<file path="src/rtl/conv_pkg.sv">
// Shared widths and window tap indices for the Conv2d 3x3 datapath.
package conv_pkg;

  localparam int unsigned PIXEL_WIDTH  = 16;
  localparam int unsigned KERNEL_WIDTH = 16;
  localparam int unsigned RESULT_WIDTH = 48;
  localparam int unsigned WIN_TAPS     = 9;

  // Tap k = 3*row + col; x00 sits at the LSBs of a window bus, x22 at the MSBs.
  localparam int unsigned X00 = 0;
  localparam int unsigned X01 = 1;
  localparam int unsigned X02 = 2;
  localparam int unsigned X10 = 3;
  localparam int unsigned X11 = 4;
  localparam int unsigned X12 = 5;
  localparam int unsigned X20 = 6;
  localparam int unsigned X21 = 7;
  localparam int unsigned X22 = 8;

  // Bus slot of tap x_rc.
  function automatic int unsigned tap_idx(input int unsigned r, input int unsigned c);
    return 3 * r + c;
  endfunction

endpackage

</file>
<file path="src/rtl/conv_line_buffer.sv">
// Two-row circular line store: one read and one write at the same column per accepted pixel.
// Contents are never cleared; the window generator masks stale entries by stream position.
module conv_line_buffer #(
  parameter int unsigned WIDTH = 16,
  parameter int unsigned DEPTH = 32,
  parameter int unsigned AW    = $clog2(DEPTH)
) (
  input  logic             clk,
  input  logic             we,
  input  logic [AW-1:0]    addr,
  input  logic [WIDTH-1:0] wdata,
  output logic [WIDTH-1:0] rd0,
  output logic [WIDTH-1:0] rd1
);

  logic [WIDTH-1:0] row0_mem [DEPTH];
  logic [WIDTH-1:0] row1_mem [DEPTH];

  // Asynchronous read of the previous row (row0) and the row before it (row1).
  assign rd0 = row0_mem[addr];
  assign rd1 = row1_mem[addr];

  // Age the column: row0 moves to row1, new pixel lands in row0.
  always_ff @(posedge clk) begin
    if (we) begin
      row1_mem[addr] <= row0_mem[addr];
      row0_mem[addr] <= wdata;
    end
  end

endmodule

</file>
<file path="src/rtl/conv3x3_window_gen.sv">
// Streaming 3x3 window generator feeding the 3x3 multiply-adder.
// Optional build macro CONV_ZERO_PAD_EN: same-padding with internally generated phantom
// zero column/row; default build emits valid-only windows.
module conv3x3_window_gen #(
  parameter int unsigned PIXEL_WIDTH = conv_pkg::PIXEL_WIDTH,
  parameter int unsigned IMG_W       = 32,
  parameter int unsigned IMG_H       = 32
) (
  input  logic                     clk,
  input  logic                     rst_n,
  input  logic [PIXEL_WIDTH-1:0]   in_pixel,
  input  logic                     in_valid,
  output logic                     in_ready,
  output logic [9*PIXEL_WIDTH-1:0] out_win,
  output logic                     out_valid,
  input  logic                     out_ready,
  output logic                     out_last
);

  import conv_pkg::*;

`ifdef CONV_ZERO_PAD_EN
  localparam int unsigned STREAM_W = IMG_W + 1;
  localparam int unsigned STREAM_H = IMG_H + 1;
`else
  localparam int unsigned STREAM_W = IMG_W;
  localparam int unsigned STREAM_H = IMG_H;
`endif
  localparam int unsigned PW       = PIXEL_WIDTH;
  localparam int unsigned CW       = $clog2(STREAM_W);
  localparam int unsigned RW       = $clog2(STREAM_H);
  localparam int unsigned WIN_BITS = WIN_TAPS * PW;

  logic [CW-1:0]           col_q, col_nxt_c;
  logic [RW-1:0]           row_q, row_nxt_c;
  // [row][col][bit]: flattening gives slot 3*row+col, matching the out_win layout.
  logic [2:0][2:0][PW-1:0] win_q, win_nxt_c, win_out_c;
  logic [PW-1:0]           pixel_c, lb0_rd, lb1_rd;
  logic                    out_en_c, advance_c, emit_c, last_c;
`ifdef CONV_ZERO_PAD_EN
  logic                    phantom_c;
`endif

  conv_line_buffer #(
    .WIDTH (PW),
    .DEPTH (STREAM_W),
    .AW    (CW)
  ) u_line_buffer (
    .clk   (clk),
    .we    (advance_c),
    .addr  (col_q),
    .wdata (pixel_c),
    .rd0   (lb0_rd),
    .rd1   (lb1_rd)
  );

  // Handshake, stream advance, next window and emission decision.
  always_comb begin
    out_en_c  = !out_valid || out_ready;
`ifdef CONV_ZERO_PAD_EN
    phantom_c = (col_q == CW'(IMG_W)) || (row_q == RW'(IMG_H));
    in_ready  = rst_n && out_en_c && !phantom_c;
    advance_c = rst_n && out_en_c && (phantom_c || in_valid);
    pixel_c   = phantom_c ? '0 : in_pixel;
    emit_c    = (row_q >= RW'(1)) && (col_q >= CW'(1));
    last_c    = (row_q == RW'(IMG_H)) && (col_q == CW'(IMG_W));
`else
    in_ready  = rst_n && out_en_c;
    advance_c = in_ready && in_valid;
    pixel_c   = in_pixel;
    emit_c    = (row_q >= RW'(2)) && (col_q >= CW'(2));
    last_c    = (row_q == RW'(IMG_H - 1)) && (col_q == CW'(IMG_W - 1));
`endif

    col_nxt_c = col_q + CW'(1);
    row_nxt_c = row_q;
    if (col_q == CW'(STREAM_W - 1)) begin
      col_nxt_c = '0;
      row_nxt_c = (row_q == RW'(STREAM_H - 1)) ? '0 : row_q + RW'(1);
    end

    // Shift left by one column; the newest column enters at col 2.
    win_nxt_c = win_q;
    for (int r = 0; r < 3; r++) begin
      for (int c = 0; c < 2; c++) begin
        win_nxt_c[r][c] = win_q[r][c+1];
      end
    end
    win_nxt_c[0][2] = lb1_rd;
    win_nxt_c[1][2] = lb0_rd;
    win_nxt_c[2][2] = pixel_c;

    win_out_c = win_nxt_c;
`ifdef CONV_ZERO_PAD_EN
    // Taps outside the image (index -1 or index IMG_H/IMG_W) read as zero.
    for (int r = 0; r < 3; r++) begin
      for (int c = 0; c < 3; c++) begin
        if ((r == 0 && row_q == RW'(1)) || (r == 2 && row_q == RW'(IMG_H)) ||
            (c == 0 && col_q == CW'(1)) || (c == 2 && col_q == CW'(IMG_W))) begin
          win_out_c[r][c] = '0;
        end
      end
    end
`endif
  end

  // Stream position, window registers and the single output register.
  always_ff @(posedge clk or negedge rst_n) begin
    if (!rst_n) begin
      row_q     <= '0;
      col_q     <= '0;
      win_q     <= '0;
      out_valid <= 1'b0;
      out_last  <= 1'b0;
      out_win   <= '0;
    end else begin
      if (advance_c) begin
        row_q <= row_nxt_c;
        col_q <= col_nxt_c;
        win_q <= win_nxt_c;
      end
      if (advance_c && emit_c) begin
        out_valid <= 1'b1;
        out_win   <= WIN_BITS'(win_out_c);
        out_last  <= last_c;
      end else if (out_ready) begin
        out_valid <= 1'b0;
        out_last  <= 1'b0;
      end
    end
  end

endmodule

</file>
<file path="config.mk">
export PLATFORM = sky130hd
export DESIGN_NAME = conv3x3_window_gen
export DESIGN_NICKNAME = d
export VERILOG_FILES = /design/src/rtl/conv_pkg.sv /design/src/rtl/conv_line_buffer.sv /design/src/rtl/conv3x3_window_gen.sv
export SDC_FILE = /design/constraint.sdc
export NUM_CORES = 1
export LEC_CHECK = 0
export ABC_CLOCK_PERIOD_IN_PS = 5400
export BUFFER_PORTS_ARGS = -buffer_cell sky130_fd_sc_hd__buf_2
export CORE_AREA = 8 8 353 269
export DETAILED_ROUTE_END_ITERATION = 10
export DIE_AREA = 0 0 361 277
export GPL_TIMING_DRIVEN = 0
export PLACE_DENSITY_LB_ADDON = 0.08
export REMOVE_ABC_BUFFERS = 1
export SLEW_MARGIN = 20
export SYNTH_ARGS = -nofsm -noshare
export SYNTH_HDL_FRONTEND = slang
export SYNTH_SLANG_ARGS = --single-unit
</file>
<file path="constraint.sdc">
create_clock -name clk -period 5.4 [get_ports clk]
set_input_delay 0.54 -clock clk [delete_from_list [all_inputs] [get_ports clk]]
set_output_delay 0.54 -clock clk [all_outputs]
set_load 0.01 [all_outputs]
</file>
==> flow_summary.ini, run 1 <==
[placement]
gp_congestion = 0.733
place.port_buffers = 166
place_ws_ns = 0.530
dp_hpwl_mm = 79.3

[critical_path]
r2r_slack_ns = 0.97
path_class = in -> reg
cp_max_fo = 75
crit_path_end_kind = flip-flop
ff2ff_path_depth = 10
cp_slowest_cell = nor3_2
critPathBufInv = 11
crit_chain = dlygate4sd3_1 -> buf_8 -> nand3_4 -> nor3_2 -> buf_6 -> buf_4 -> buf_4 -> buf_4 -> buf_4 -> buf_4 -> buf_4 -> buf_4 -> buf_4 -> mux2_1
critPathLaunchType = input pin
crit_top_cell = buf_4
critPathTopFamily = buffers and inverters
r2r-start = col_q[1]
critPathRequiredTime_ns = 5.97
r2r-end = out_win[80]
worstPathArrival_ns = 5.25
crit_path_max_incr_delay_ns = 0.65

[sta]
fin_crit_sh = 0.865
fmax_ghz = 0.214
period_minus_slack_ns = 4.67
setup_violations = 0
slew_headroom = 0.201
tightestPinTransition_ns = 1.19
finClkSkew_ns = 0.0258
fin_ws_ns = 0.727
rsz0062_at_grt = no
tns_ns = 0
hold_violations = 0
slew_violations = 0

[clock_network]
clock-root-buffer = clkbuf_16
cts_tree = done
post_cts_buffers = 0
h-tree-depth = 3
numCtsBuffers = 118
clk_pin_slew_ns = 0.06
cts_sinks = 1276
insertion_delay_ns = 0.70
cts_hold_buf = 1
ctsResizeCount = 0
cts_max_path_buffers = 3

[power]
p_leak_nw = 21.3
power_density_nw_per_um2 = 507
p_total_mw = 29.0
max-vdd-ir-drop_mv = 0.285

[yosys]
synth-edff-count = 1024
synth-seq-cells = 1276
synth_top_family_by_area = multiplexers
avgSynthCellArea_sq_um = 17.3
ys_seq_area_frac = 0.759
synthCells = 2822
synthAdderAreaFrac = 0.00205
synthMuxAreaShare = 0.139
ys_warn_count = 0
synth_commonest_cells = 1024 x edfxtp_1, 512 x mux2i_1, 256 x o22ai_1, 252 x dfrtp_1, 239 x nand2_1
synth_top_area_frac = 0.630
netlist_area_sq_um = 48800
yosysUniqueCellTypes = 40
ys.flop_type = edfxtp_1
synth_compound_area_frac = 0.0384
synthSimpleGateAreaFrac = 0.0429
synth_xor_area_frac = 0
ys_top_cells_by_area = edfxtp_1 63%, dfrtp_1 13%, mux2i_1 11%
synthArstFlopShare = 0.197
synth_most_common_cell = edfxtp_1
yosysTopAreaCell = edfxtp_1

[global_route]
grt_pass1_wl_mm = 178
grt_max_degree = 97
gr-total-overflow = 0
antenna_found_initial = 1
grt_usage = 0.238
grt_pass1_vias = 26400

[min_path]
worstHoldStart = out_ready
whs_path_depth = 3
hp-class = in -> reg
min_to = out_last

[die]
fp.dieW_um = 361
ios = 167
placementRows = 95
start_util = 0.548
dieArea_sq_um = 100000
core_area_sq_um = 89000
die_h_um = 277

[cells_and_area]
area_growth_pct = 17.2
fill_cells = 6128
drive_above_1_share = 0.200
finalNetCount = 3122

[drt]
drc = 0
num_vias = 26600
drt-initial-drc-count = 2593
wl_per_cell_um = 27.9
via_per_inst = 6.08
ant_nets = 0
dr.pass1.iters = 5
wl_mm = 122

[flow_run]
maxCapViolCount = 0

[status]
status = finished, final reports clean
## metrics by stage
stage / instances / util / instance area (sq um) / hold WS (ns)
after global routing: 4364 / 0.642 / 57200 / 0.170
after CTS: 4364 / 0.642 / 57200 / 0.112
after floorplan: 2658 / - / 47900 / 0.244
after global placement: 3988 / 0.564 / 50200 / 0.454
after detailed placement: 4137 / 0.597 / 53100 / 0.458
final: 4368 / 0.642 / 57200 / 0.148
## report_power, final
part / internal (mW) / total, mW / switching (mW)
sequential: 12.8 / 13.4 / 0.600
combinational: 2.60 / 7.05 / 4.45
clock: 4.95 / 8.49 / 3.54
## worst register-to-register path: cells and delay by family (launching register included)
kind                   cells  cell delay [ns]
and+or+nand+nor            2             1.19
buffers and inverters      5             1.44
DFF                        1             0.72
muxes                      2             0.84
AOI/OAI and AO/OA          1             0.12
## worst max path at each step
stage                     depth (start not counted)  slack [ns]  startpoint            to
final                                            14        0.73       rst_n  out_win[111]
after global routing                             14        0.50       rst_n    out_win[1]
after global placement                            4      -36.25    col_q[1]   out_win[85]
after floorplan                                   4      -24.15    col_q[1]    out_win[0]
after CTS                                        14        0.68       rst_n  out_win[111]
after detailed placement                         13        0.53       rst_n  out_win[111]
## layout by cell type, fill, tap and decap left out, drive strengths merged, types with 3 or more instances in the layout
master	Yosys	layout
a31oi	33	33
and3	3	3
buf	143	315
bufinv	0	13
clkbuf	21	163
clkinv	0	43
clkinvlp	0	5
dfrtp	252	252
diode	0	4
edfxtp	1024	1024
ha	8	8
inv	4	6
mux2	146	146
mux2i	512	512
nand2	239	239
nand2b	3	3
nand3	5	5
nand4	3	3
nand4b	4	4
nand4bb	6	6
nor2	60	60
nor3	10	10
nor4	64	64
o21ai	8	8
o22ai	256	256
or3	3	3
or4b	4	4
## flip-flops by register name (all words and copies together) (netlist names)
name / cells
row_q: 5
win_nxt_c: 96
u_line_buffer.row0_mem: 512
out_win: 144
col_q: 5
out_valid: 1
out_last: 1
u_line_buffer.row1_mem: 512
## per-layer routing
metal / global-route usage / part of all wire / up-vias
met4: 0.0724 / 0.030 / 0
met2: 0.390 / 0.48 / 891
li1: - / - / 11600
met5: 0 / 0 / -
met3: 0.0397 / 0.063 / 209
met1: 0.329 / 0.43 / 13900
## cells by family (layout without fill, tap and decap cells)
kind of cell / count (synthesis) / after routing
simple gates: 411 / 411
compound gates: 301 / 301
buf+inv: 168 / 546
fa+ha+maj: 8 / 8
mux: 658 / 658
other cells: 0 / 4
flops: 1276 / 1276
## cell type report
type | instances | area (sq um) | share of cell area
multi-input combinational | 1378 | 11200 | 0.196
clock buffer | 163 | 3350 | 0.0586
inverter | 4 | 15.0 | 0.000263
clock inverter | 63 | 653 | 0.0114
antenna | 4 | 10.0 | 0.000175
sequential | 1276 | 37100 | 0.648
tap | 1164 | 1460 | 0.0255
timing repair buffer | 316 | 3430 | 0.0599
(Power assumes the default switching activity.)
==> run 2, diff against run 1 <==
--- a/config.mk
+++ b/config.mk
@@ -5,11 +5,12 @@
 export SDC_FILE = /design/constraint.sdc
 export NUM_CORES = 1
 export LEC_CHECK = 0
+export ABC_AREA = 1
 export ABC_CLOCK_PERIOD_IN_PS = 5400
 export BUFFER_PORTS_ARGS = -buffer_cell sky130_fd_sc_hd__buf_2
-export CORE_AREA = 8 8 353 269
+export CORE_AREA = 8 8 372 284
 export DETAILED_ROUTE_END_ITERATION = 10
-export DIE_AREA = 0 0 361 277
+export DIE_AREA = 0 0 380 292
 export GPL_TIMING_DRIVEN = 0
 export PLACE_DENSITY_LB_ADDON = 0.08
 export REMOVE_ABC_BUFFERS = 1
==> run 2 against run 1 <==
  * Cell area is 10% higher
  * Non-clock buffer count is 38 lower
  * Routed wire length increased by 19%
  * Count of clock-buffer cells in the layout rose by 26
  * Via count rose by 40%
  * Core utilization shrank 1.0 points
  * Synthesized area up 11%
  * Register-to-register slack got worse by 0.24 ns
  * Hold slack got worse by 0.060 ns
==> flow_summary.ini, run 2 <==
[yosys]
avgSynthCellArea_sq_um = 9.75
synth_commonest_cells = 2245 x nand2_1, 1041 x inv_1, 1024 x edfxtp_1, 485 x nand3_1, 252 x dfrtp_1
synthCells = 5570
synth_top_family_by_area = simple AND/OR/NAND/NOR gates
ys_warn_count = 0
synthSimpleGateAreaFrac = 0.209
synthMuxAreaShare = 0
synth_top_area_frac = 0.566
ys_top_cells_by_area = edfxtp_1 57%, nand2_1 16%, dfrtp_1 12%
synth-edff-count = 1024
yosysUniqueCellTypes = 23
synth_xor_area_frac = 0.000161
synth-seq-cells = 1276
synth_compound_area_frac = 0.0128
ys.flop_type = edfxtp_1
ys_seq_area_frac = 0.682
synthArstFlopShare = 0.197
synthAdderAreaFrac = 0.00184
yosysTopAreaCell = edfxtp_1
netlist_area_sq_um = 54300
synth_most_common_cell = nand2_1

[power]
max-vdd-ir-drop_mv = 0.403
pwr-share-seq = 0.417
p_leak_nw = 29.3
swShare = 0.356
power_density_nw_per_um2 = 526
p_sw_mw = 11.8
power.share.combinational = 0.313
pwr-share-clk = 0.270
p_total_mw = 33.2
internal_power_mw = 21.4

[sta]
finClkSkew_ns = 0.0380
hold_violations = 0
rsz0062_at_grt = no
tns_ns = 0
fmax_ghz = 0.200
hold_ws_ns = 0.0881
slew_headroom = 0.226
slew_violations = 0
period_minus_slack_ns = 5.00
fin_ws_ns = 0.402
fin_crit_sh = 0.925
tightestPinTransition_ns = 1.16
setup_violations = 0

[critical_path]
worstSetupPathDepth = 14
ff2ff_path_depth = 9
critPathTopFamily = buffers and inverters
critPathLaunchType = input pin
worstPathArrival_ns = 5.42
crit_path_max_incr_delay_ns = 0.72
cp_slowest_cell = nor2_4
critPathBufInv = 9
cp_max_fo = 92
crit_top_cell = buf_16
crit_path_end_kind = flip-flop
critPathRequiredTime_ns = 5.83
crit_chain = dlygate4sd3_1 -> buf_8 -> buf_16 -> buf_16 -> and2_1 -> nand2_4 -> buf_16 -> nor2_1 -> inv_1 -> nor2_1 -> inv_1 -> nor2_4 -> buf_12 -> buf_16
path_class = in -> reg

[die]
placementRows = 101
core_area_sq_um = 99800
ios = 167
die_h_um = 292
dieArea_sq_um = 111000
fp.dieW_um = 380
start_util = 0.544

[clock_network]
h-tree-depth = 4
cts_sinks = 1276
insertion_delay_ns = 0.75
ctsResizeCount = 0
numCtsBuffers = 130
cts_tree = done
clk_pin_slew_ns = 0.06
cts_max_path_buffers = 3
clock-root-buffer = clkbuf_16

[drt]
wl_mm = 145
via_per_inst = 5.19
drc = 0
drt-initial-drc-count = 4106
dr.pass1.iters = 6
wl_per_cell_um = 20.2
num_vias = 37200
ant_nets = 0

[placement]
dp_hpwl_mm = 88.1
place.port_buffers = 166
place_ws_ns = 0.256
placedCellCount = 6937
gp_congestion = 0.741

[global_route]
gr-total-overflow = 0
antenna_found_initial = 3
grt_max_degree = 117
grt_usage = 0.258
grt_pass1_wl_mm = 219
grt_pass1_vias = 35500

[cells_and_area]
finalNetCount = 5759
diodes = 0
area_growth_pct = 16.2
most-common-layout-cells = 2229 x nand2_1, 1041 x inv_1, 1024 x edfxtp_1
top_regs = u_line_buffer.row0_mem x512, u_line_buffer.row1_mem x512, out_win x144
final_common_cell = nand2_1
fin_cells = 7169
fill_cells = 7979
drive_above_1_share = 0.0890

[status]
status = finished, final reports clean

[min_path]
hp-class = in -> reg
whs_path_depth = 4

[flow_run]
maxCapViolCount = 0
run 2: worst register-to-register path: cells and delay by family, from the launching register on:
kind,cells,cell delay [ns]
buffers and inverters,6,2.03
and+or+nand+nor,2,1.23
DFF,1,0.67
adders and majority gates,1,0.42
run 2: logic make-up (layout without fill, tap and decap cells):
logic type | count (synthesis) | in the layout
simple gates | 2852 | 2852
buf+inv | 1295 | 1555
xor+xnor | 1 | 1
compound gates | 138 | 138
flops | 1276 | 1276
fa+ha+maj | 8 | 8
run 2: path summary, 6_finish.rpt:
check                                 from                        endpoint  slack [ns]
worst max-delay path                 rst_n   u_line_buffer.row0_mem[15][6]        0.40
worst min-delay path             out_ready                       out_valid        0.09
worst max register to register    col_q[0]  u_line_buffer.row0_mem[28][12]        0.73
worst min register to register  out_win[6]                      out_win[6]        0.46
max in group asynchronous            rst_n                     out_win[91]        3.66
min in group asynchronous            rst_n                    out_win[100]        0.37
run 2: routing by layer:
| layer | track usage | vias to the layer above | part of all wire |
|---|---|---|---|
| met5 | 0 | - | 0 |
| met4 | 0.0918 | 0 | 0.032 |
| met3 | 0.0345 | 299 | 0.067 |
| met2 | 0.407 | 1346 | 0.46 |
| met1 | 0.372 | 17900 | 0.44 |
| li1 | - | 17600 | - |
run 2: power by group through the flow:
stage | sequential, mW | clock, mW | combinational (mW)
6_report | 13.9 | 8.95 | 10.4
5_1_grt | 14.0 | 9.45 | 11.5
4_1_cts | 13.9 | 9.09 | 10.4
3_5_place_dp | 14.1 | 0 | 10.4
3_3_place_gp | 14.3 | 0 | 7.76
2_1_floorplan | 14.5 | 0 | 5.70
run 2: layout make-up:
cell class | count | area (sq um) | area share
clock buffer | 189 | 3800 | 0.0602
clock inverter | 42 | 417 | 0.00660
inverter | 1046 | 3950 | 0.0626
multi-input combinational | 2999 | 12500 | 0.198
sequential | 1276 | 37100 | 0.587
tap | 1339 | 1680 | 0.0266
timing repair buffer | 278 | 3710 | 0.0588
run 2: stage by stage:
step / util / area, sq um
detailed placement: 0.590 / 58900
global placement: 0.557 / 55600
CTS: 0.632 / 63100
finish: 0.632 / 63100
global route: 0.632 / 63100
floorplan: - / 53100
run 2: what timing repair did:
item	4_1_cts	5_1_grt
hold buffers	1	0
setup buffers	0	0
endpoints found under the hold margin	85	0
